`config.mk`:
```
export PLATFORM = sky130hd
export DESIGN_NAME = decode_ctrl
export DESIGN_NICKNAME = d
export VERILOG_FILES = /design/src/rtl/lc3_pkg.sv /design/src/rtl/nzp_gen.sv /design/src/rtl/decode_ctrl.sv
export SDC_FILE = /design/constraint.sdc
export NUM_CORES = 1
export LEC_CHECK = 0
export ABC_AREA = 1
export BUFFER_PORTS_ARGS = -buffer_cell sky130_fd_sc_hd__buf_2
export CORE_ASPECT_RATIO = 0.75
export CORE_MARGIN = 2
export CORE_UTILIZATION = 47
export CTS_BUF_LIST = sky130_fd_sc_hd__clkbuf_2 sky130_fd_sc_hd__clkbuf_4 sky130_fd_sc_hd__clkbuf_8
export CTS_CLUSTER_DIAMETER = 100
export CTS_CLUSTER_SIZE = 14
export DETAILED_ROUTE_END_ITERATION = 16
export GPL_TIMING_DRIVEN = 1
export PLACE_DENSITY = 0.87
export SLEW_MARGIN = 30
export SYNTH_ARGS = -nofsm -noshare
export SYNTH_HDL_FRONTEND = slang
export SYNTH_HIERARCHICAL = 1
export SYNTH_SLANG_ARGS = --single-unit
```
`constraint.sdc`:
```
create_clock -name clk -period 1.22 [get_ports clk]
set_input_delay 0.183 -clock clk [delete_from_list [all_inputs] [get_ports clk]]
set_output_delay 0.183 -clock clk [all_outputs]
set_load 0.05 [all_outputs]
```
`src/rtl/lc3_pkg.sv`:
```
// Shared LC3 definitions: opcodes, decode/sequencer state encoding and condition-code constants.
package lc3_pkg;

   localparam logic [3:0] OP_BR   = 4'b0000;
   localparam logic [3:0] OP_ADD  = 4'b0001;
   localparam logic [3:0] OP_LD   = 4'b0010;
   localparam logic [3:0] OP_ST   = 4'b0011;
   localparam logic [3:0] OP_JSR  = 4'b0100;
   localparam logic [3:0] OP_AND  = 4'b0101;
   localparam logic [3:0] OP_LDR  = 4'b0110;
   localparam logic [3:0] OP_STR  = 4'b0111;
   localparam logic [3:0] OP_RTI  = 4'b1000;
   localparam logic [3:0] OP_NOT  = 4'b1001;
   localparam logic [3:0] OP_LDI  = 4'b1010;
   localparam logic [3:0] OP_STI  = 4'b1011;
   localparam logic [3:0] OP_JMP  = 4'b1100;
   localparam logic [3:0] OP_RES  = 4'b1101;
   localparam logic [3:0] OP_LEA  = 4'b1110;
   localparam logic [3:0] OP_TRAP = 4'b1111;

   localparam logic [2:0] CC_N = 3'b100;
   localparam logic [2:0] CC_Z = 3'b010;
   localparam logic [2:0] CC_P = 3'b001;

   localparam logic [7:0] TRAP_HALT = 8'h25;

   typedef enum logic [2:0] {
      ST_IDLE,
      ST_ISSUE,
      ST_WAIT,
      ST_LATCH,
      ST_EXEC
   } state_t;

   // Opcodes whose EXEC must wait for a register writeback (and update the CC register).
   function automatic logic writes_reg(input logic [3:0] op);
      return (op == OP_ADD) || (op == OP_AND) || (op == OP_NOT) || (op == OP_LD) ||
             (op == OP_LDR) || (op == OP_LDI) || (op == OP_LEA);
   endfunction

endpackage

```
`src/rtl/nzp_gen.sv`:
```
// Combinational N/Z/P classifier of a 16-bit two's-complement value (one-hot output).
module nzp_gen
   import lc3_pkg::*;
(
   input  logic [15:0] data,
   output logic [2:0]  nzp
);

   always_comb begin
      if (data[15])
         nzp = CC_N;
      else if (data == 16'd0)
         nzp = CC_Z;
      else
         nzp = CC_P;
   end

endmodule

```
`src/rtl/decode_ctrl.sv`:
```
// LC3 decode/sequencing controller: issues fetches, latches IR and base register, tracks N/Z/P.
// Optional TRAP x25 halt support is enabled by defining LC3_TRAP_HALT_EN.
module decode_ctrl
   import lc3_pkg::*;
#(
   parameter int MEM_LAT = 1
) (
   input  logic        clk,
   input  logic        rst_n,
   input  logic        run_in,
   input  logic [15:0] instr_in,
   input  logic        wb_valid_in,
   input  logic [15:0] wb_data_in,
   input  logic [15:0] reg_data_in,
   output logic        fetch_start,
   output logic [3:0]  opCode_out,
   output logic [8:0]  offset_out,
   output logic [2:0]  br_nzp_out,
   output logic [2:0]  result_nzp_out,
   output logic [15:0] reg_out,
   output logic [2:0]  base_addr_out,
   output logic [2:0]  dr_addr_out,
   output logic        halt_out,
   output logic        illegal_out
);

   // WAIT spans MEM_LAT-1 cycles; the counter stops at this value.
   localparam logic [1:0] WAIT_LAST = (MEM_LAT > 1) ? 2'(MEM_LAT - 2) : 2'd0;

   state_t      state_reg, state_next;
   logic [1:0]  cnt_reg, cnt_next;
   logic [15:0] ir_reg, ir_next;
   logic [15:0] base_reg, base_next;
   logic [2:0]  cc_reg, cc_next;
   logic        halt_reg, halt_next;
   logic        illegal_reg, illegal_next;
   logic [2:0]  wb_nzp;
   logic [3:0]  op;
   logic        trap_halt;

   assign op = ir_reg[15:12];

`ifdef LC3_TRAP_HALT_EN
   assign trap_halt = (op == OP_TRAP) && (ir_reg[7:0] == TRAP_HALT);
`else
   assign trap_halt = 1'b0;
`endif

   nzp_gen u_nzp (
      .data (wb_data_in),
      .nzp  (wb_nzp)
   );

   always_ff @(posedge clk or negedge rst_n) begin
      if (!rst_n) begin
         state_reg   <= ST_IDLE;
         cnt_reg     <= '0;
         ir_reg      <= '0;
         base_reg    <= '0;
         cc_reg      <= CC_Z;
         halt_reg    <= 1'b0;
         illegal_reg <= 1'b0;
      end else begin
         state_reg   <= state_next;
         cnt_reg     <= cnt_next;
         ir_reg      <= ir_next;
         base_reg    <= base_next;
         cc_reg      <= cc_next;
         halt_reg    <= halt_next;
         illegal_reg <= illegal_next;
      end
   end

   always_comb begin
      state_next   = state_reg;
      cnt_next     = cnt_reg;
      ir_next      = ir_reg;
      base_next    = base_reg;
      cc_next      = cc_reg;
      halt_next    = halt_reg;
      illegal_next = illegal_reg;
      fetch_start  = 1'b0;
      case (state_reg)
         ST_IDLE: begin
            if (run_in && !halt_reg)
               state_next = ST_ISSUE;
         end
         ST_ISSUE: begin
            fetch_start = 1'b1;
            cnt_next    = '0;
            state_next  = (MEM_LAT > 1) ? ST_WAIT : ST_LATCH;
         end
         ST_WAIT: begin
            if (cnt_reg == WAIT_LAST)
               state_next = ST_LATCH;
            else
               cnt_next = cnt_reg + 2'd1;
         end
         ST_LATCH: begin
            ir_next    = instr_in;
            base_next  = reg_data_in;
            state_next = ST_EXEC;
         end
         ST_EXEC: begin
            // Writing opcodes park here until their writeback arrives.
            if (!writes_reg(op) || wb_valid_in) begin
               if (writes_reg(op))
                  cc_next = wb_nzp;
               if (op == OP_RES)
                  illegal_next = 1'b1;
               if (trap_halt) begin
                  halt_next  = 1'b1;
                  state_next = ST_IDLE;
               end else begin
                  state_next = run_in ? ST_ISSUE : ST_IDLE;
               end
            end
         end
         default: state_next = ST_IDLE;
      endcase
   end

   assign opCode_out     = ir_reg[15:12];
   assign offset_out     = ir_reg[8:0];
   assign br_nzp_out     = ir_reg[11:9];
   assign dr_addr_out    = ir_reg[11:9];
   assign base_addr_out  = ir_reg[8:6];
   assign result_nzp_out = cc_reg;
   assign reg_out        = base_reg;
   assign halt_out       = halt_reg;
   assign illegal_out    = illegal_reg;

endmodule
```
==> out/qor.txt <==
Synth Instances = 224
Top cells by area, synth = dfrtp_1 53%, nand2_1 17%, nand3_1 10%, buf_4 4.4%, nor2_1 2.8%
Die height = 58.98 µm
Reg-to-Reg Start = state_reg[2]
Syn Nets = 277
Post-DP HPWL = 3176 µm
N_diodes = 0
Largest family of logic cells by synthesized area = simple AND/OR/NAND/NOR gates
Synth cell count leaders = 86 x nand2_1, 40 x dfrtp_1, 38 x nand3_1, 14 x nor2_1, 11 x buf_4
Syn_area_per_cell = 8.457 µm²
Cell with the most instances after synthesis = nand2_1
CP arrival = 1.43 ns
DR vias = 1832
Worst reg-to-reg setup slack = -0.03 ns
CP max-delay cell = dfrtp_2
CTS buffer count = 5
Mux cell area share after synthesis = 0%
Final worst slack = -0.02961 ns
FF+latch count, synth = 41
I/O pin cnt = 96
Setup WS pre-CTS = 0.02053 ns
Post-synth EDFFs = 0
Core region area = 3756 µm²
End of the worst register-to-register path = ir_reg[1]
MaxCap Viol Count = 0
Detailed-route DRC error count = 0
Worst Setup Path Type = reg2reg
Root buffer cell = clkbuf_8
Clock-pin slew on the worst setup and hold paths = 0.08 ns
Gp weighted congestion = 0.7476
Critical path's most frequent cell = nand2_1
Skew final = 0.004316 ns
Synth top area share = 52.84%
Synth area leader = dfrtp_1
Post-synth cell types = 24
Async S/R FF share, synth = 100.0%
Total congestion overflow = 0
Die X = 77.31 µm
Crit path capture type = flop
Fillers = 313
Final min period = 1.250 ns
Worst Path Max Fanout = 8
Crit path largest cell delay = 0.41 ns
Via/cell ratio = 4.808
Worst Hold Class = in2reg
Adder and majority gate portion of the synthesized area = 0.6605%
H-Tree Depth = 2
Antenna-violating nets left = 0
Req. time, crit path = 1.40 ns
Status = complete, but fails checks
Post-synthesis compound-gate area fraction = 1.717%
Vias in the first global route = 1663
Peak Freq = 800.2 MHz
Top_reg_cell synth = dfrtp_1
Initial antenna violation count = 0
Largest net degree at the start of global routing = 42
Worst Hold Launch = reg_data_in[6]
Final setup viols = 4
Post-Synth XOR/XNOR Area = 0%
Fraction of layout cells with a size suffix above 1 = 43.16%
Syn Std Cell Area = 1894 µm²
Wirelength per Cell = 12.30 µm
Clk_lat worst skew = 0.28 ns
Total track usage = 21.14%
Total wire length = 4686 µm
CTS tree = built
Period utilisation layout = 102.4%
Worst R2R Path Depth = 6
Clock buffer depth = 2
Critical Path Source Type = flop
Die area = 4559 µm²
DR pass1 iterations = 4
PortBufs = 94
Failing checks = setup timing
First-pass GRT wire length = 7596 µm
Clock sinks = 41
Register area share after synthesis = 54.23%
Final net count = 381
Initial DRC count = 65
Hold Path Cell Cnt = 3
CP cell instances = buf_4 -> nor2_8 -> buf_12 -> nand2_4 -> nand2_1 -> nand2_1
Area growth, synth to finish = 42.73%
Post-Synth Simple-Gate Area = 33.49%
Initial Util = 50.43%
Unrepaired setup endpoints after global routing = yes
Max-slew violations = 0
Synthesis warning total = 6
Row Count = 19
Hold EP = reg_out[6]
Fin. Hold Viols = 0
[how the worst max path moves through the flow]
| stage | from | to | slack (ns) | depth (start not counted) |
|---|---|---|---|---|
| floorplan | ir_reg[12] | result_nzp_out[0] | 0.03 | 7 |
| global placement | state_reg[2] | ir_reg[12] | 0.05 | 4 |
| detailed placement | state_reg[0] | ir_reg[12] | 0.02 | 4 |
| CTS | state_reg[1] | fetch_start | -0.03 | 4 |
| global route | state_reg[2] | reg_out[9] | -0.06 | 5 |
| finish | state_reg[2] | ir_reg[1] | -0.03 | 6 |
[cell usage in the layout (no fill, tap or decap), types with 2 or more instances in the layout]
master	netlist	layout
o21ai_1	2	2
dfrtp_1	40	36
nand2_8	0	2
nand3_1	38	36
buf_6	4	4
nand3_2	0	2
nand2_2	1	2
buf_4	11	11
inv_1	10	8
nor2_1	14	12
inv_2	1	3
nand2_1	86	84
buf_8	0	2
clkbuf_8	0	6
nor2_4	1	3
dfrtp_2	0	4
nand2_4	1	3
buf_12	0	2
buf_2	0	92
[cell families after synthesis]
kind of cell               count (synthesis)
AOI/OAI and AO/OA                          6
adders and majority gates                  1
buffers and inverters                     30
DFF                                       41
other                                      1
and+or+nand+nor                          145
[routing by layer]
layer	wire length, µm	track usage (%)	share of wire, %
met3	345	5.640	7.4
met5	0	0	0
met4	14	4.592	0.30
met2	2155	35.16	46
met1	2171	28.47	46
[final cells by class]
| class | count | area [µm²] | share of cell area (%) |
|---|---|---|---|
| repair buffers | 112 | 668.1 | 24.71 |
| flip-flops and latches | 41 | 1032 | 38.18 |
| clock inverters | 2 | 37.54 | 1.388 |
| well taps | 52 | 65.06 | 2.406 |
| clock buffers | 6 | 82.58 | 3.054 |
| inverters | 12 | 45.04 | 1.666 |
| multi-input cells | 156 | 773.2 | 28.60 |
[worst max-delay path, delay by kind of cell (launching register included)]
family / cells / cell delay (ns)
simple gates: 4 / 0.42
flops: 1 / 0.41
buf+inv: 2 / 0.31
[metrics by stage]
stage | hold WS [ns] | util, % | area, µm² | TNS [ns] | instances
after floorplan | -0.1126 | - | 1897 | 0 | 224
after global placement | 0.1660 | 63.39 | 2381 | 0 | 362
after detailed placement | 0.1672 | 63.39 | 2381 | 0 | 362
after CTS | 0.1185 | 68.12 | 2559 | -0.04378 | 373
after global routing | 0.1305 | 71.99 | 2704 | -1.488 | 381
final | 0.1234 | 71.99 | 2704 | -0.04223 | 381
[repair_timing]
item,CTS,global route
hold endpoints to repair,40,0
pin swaps,1,7
setup endpoints to repair,2,40
cloned,0,3
hold buffers,1,0
resized for setup,11,15
buffers inserted,2,5
Power is not shown: default switching activity piles up to over one toggle a cycle in this logic, so the estimate is an artifact.
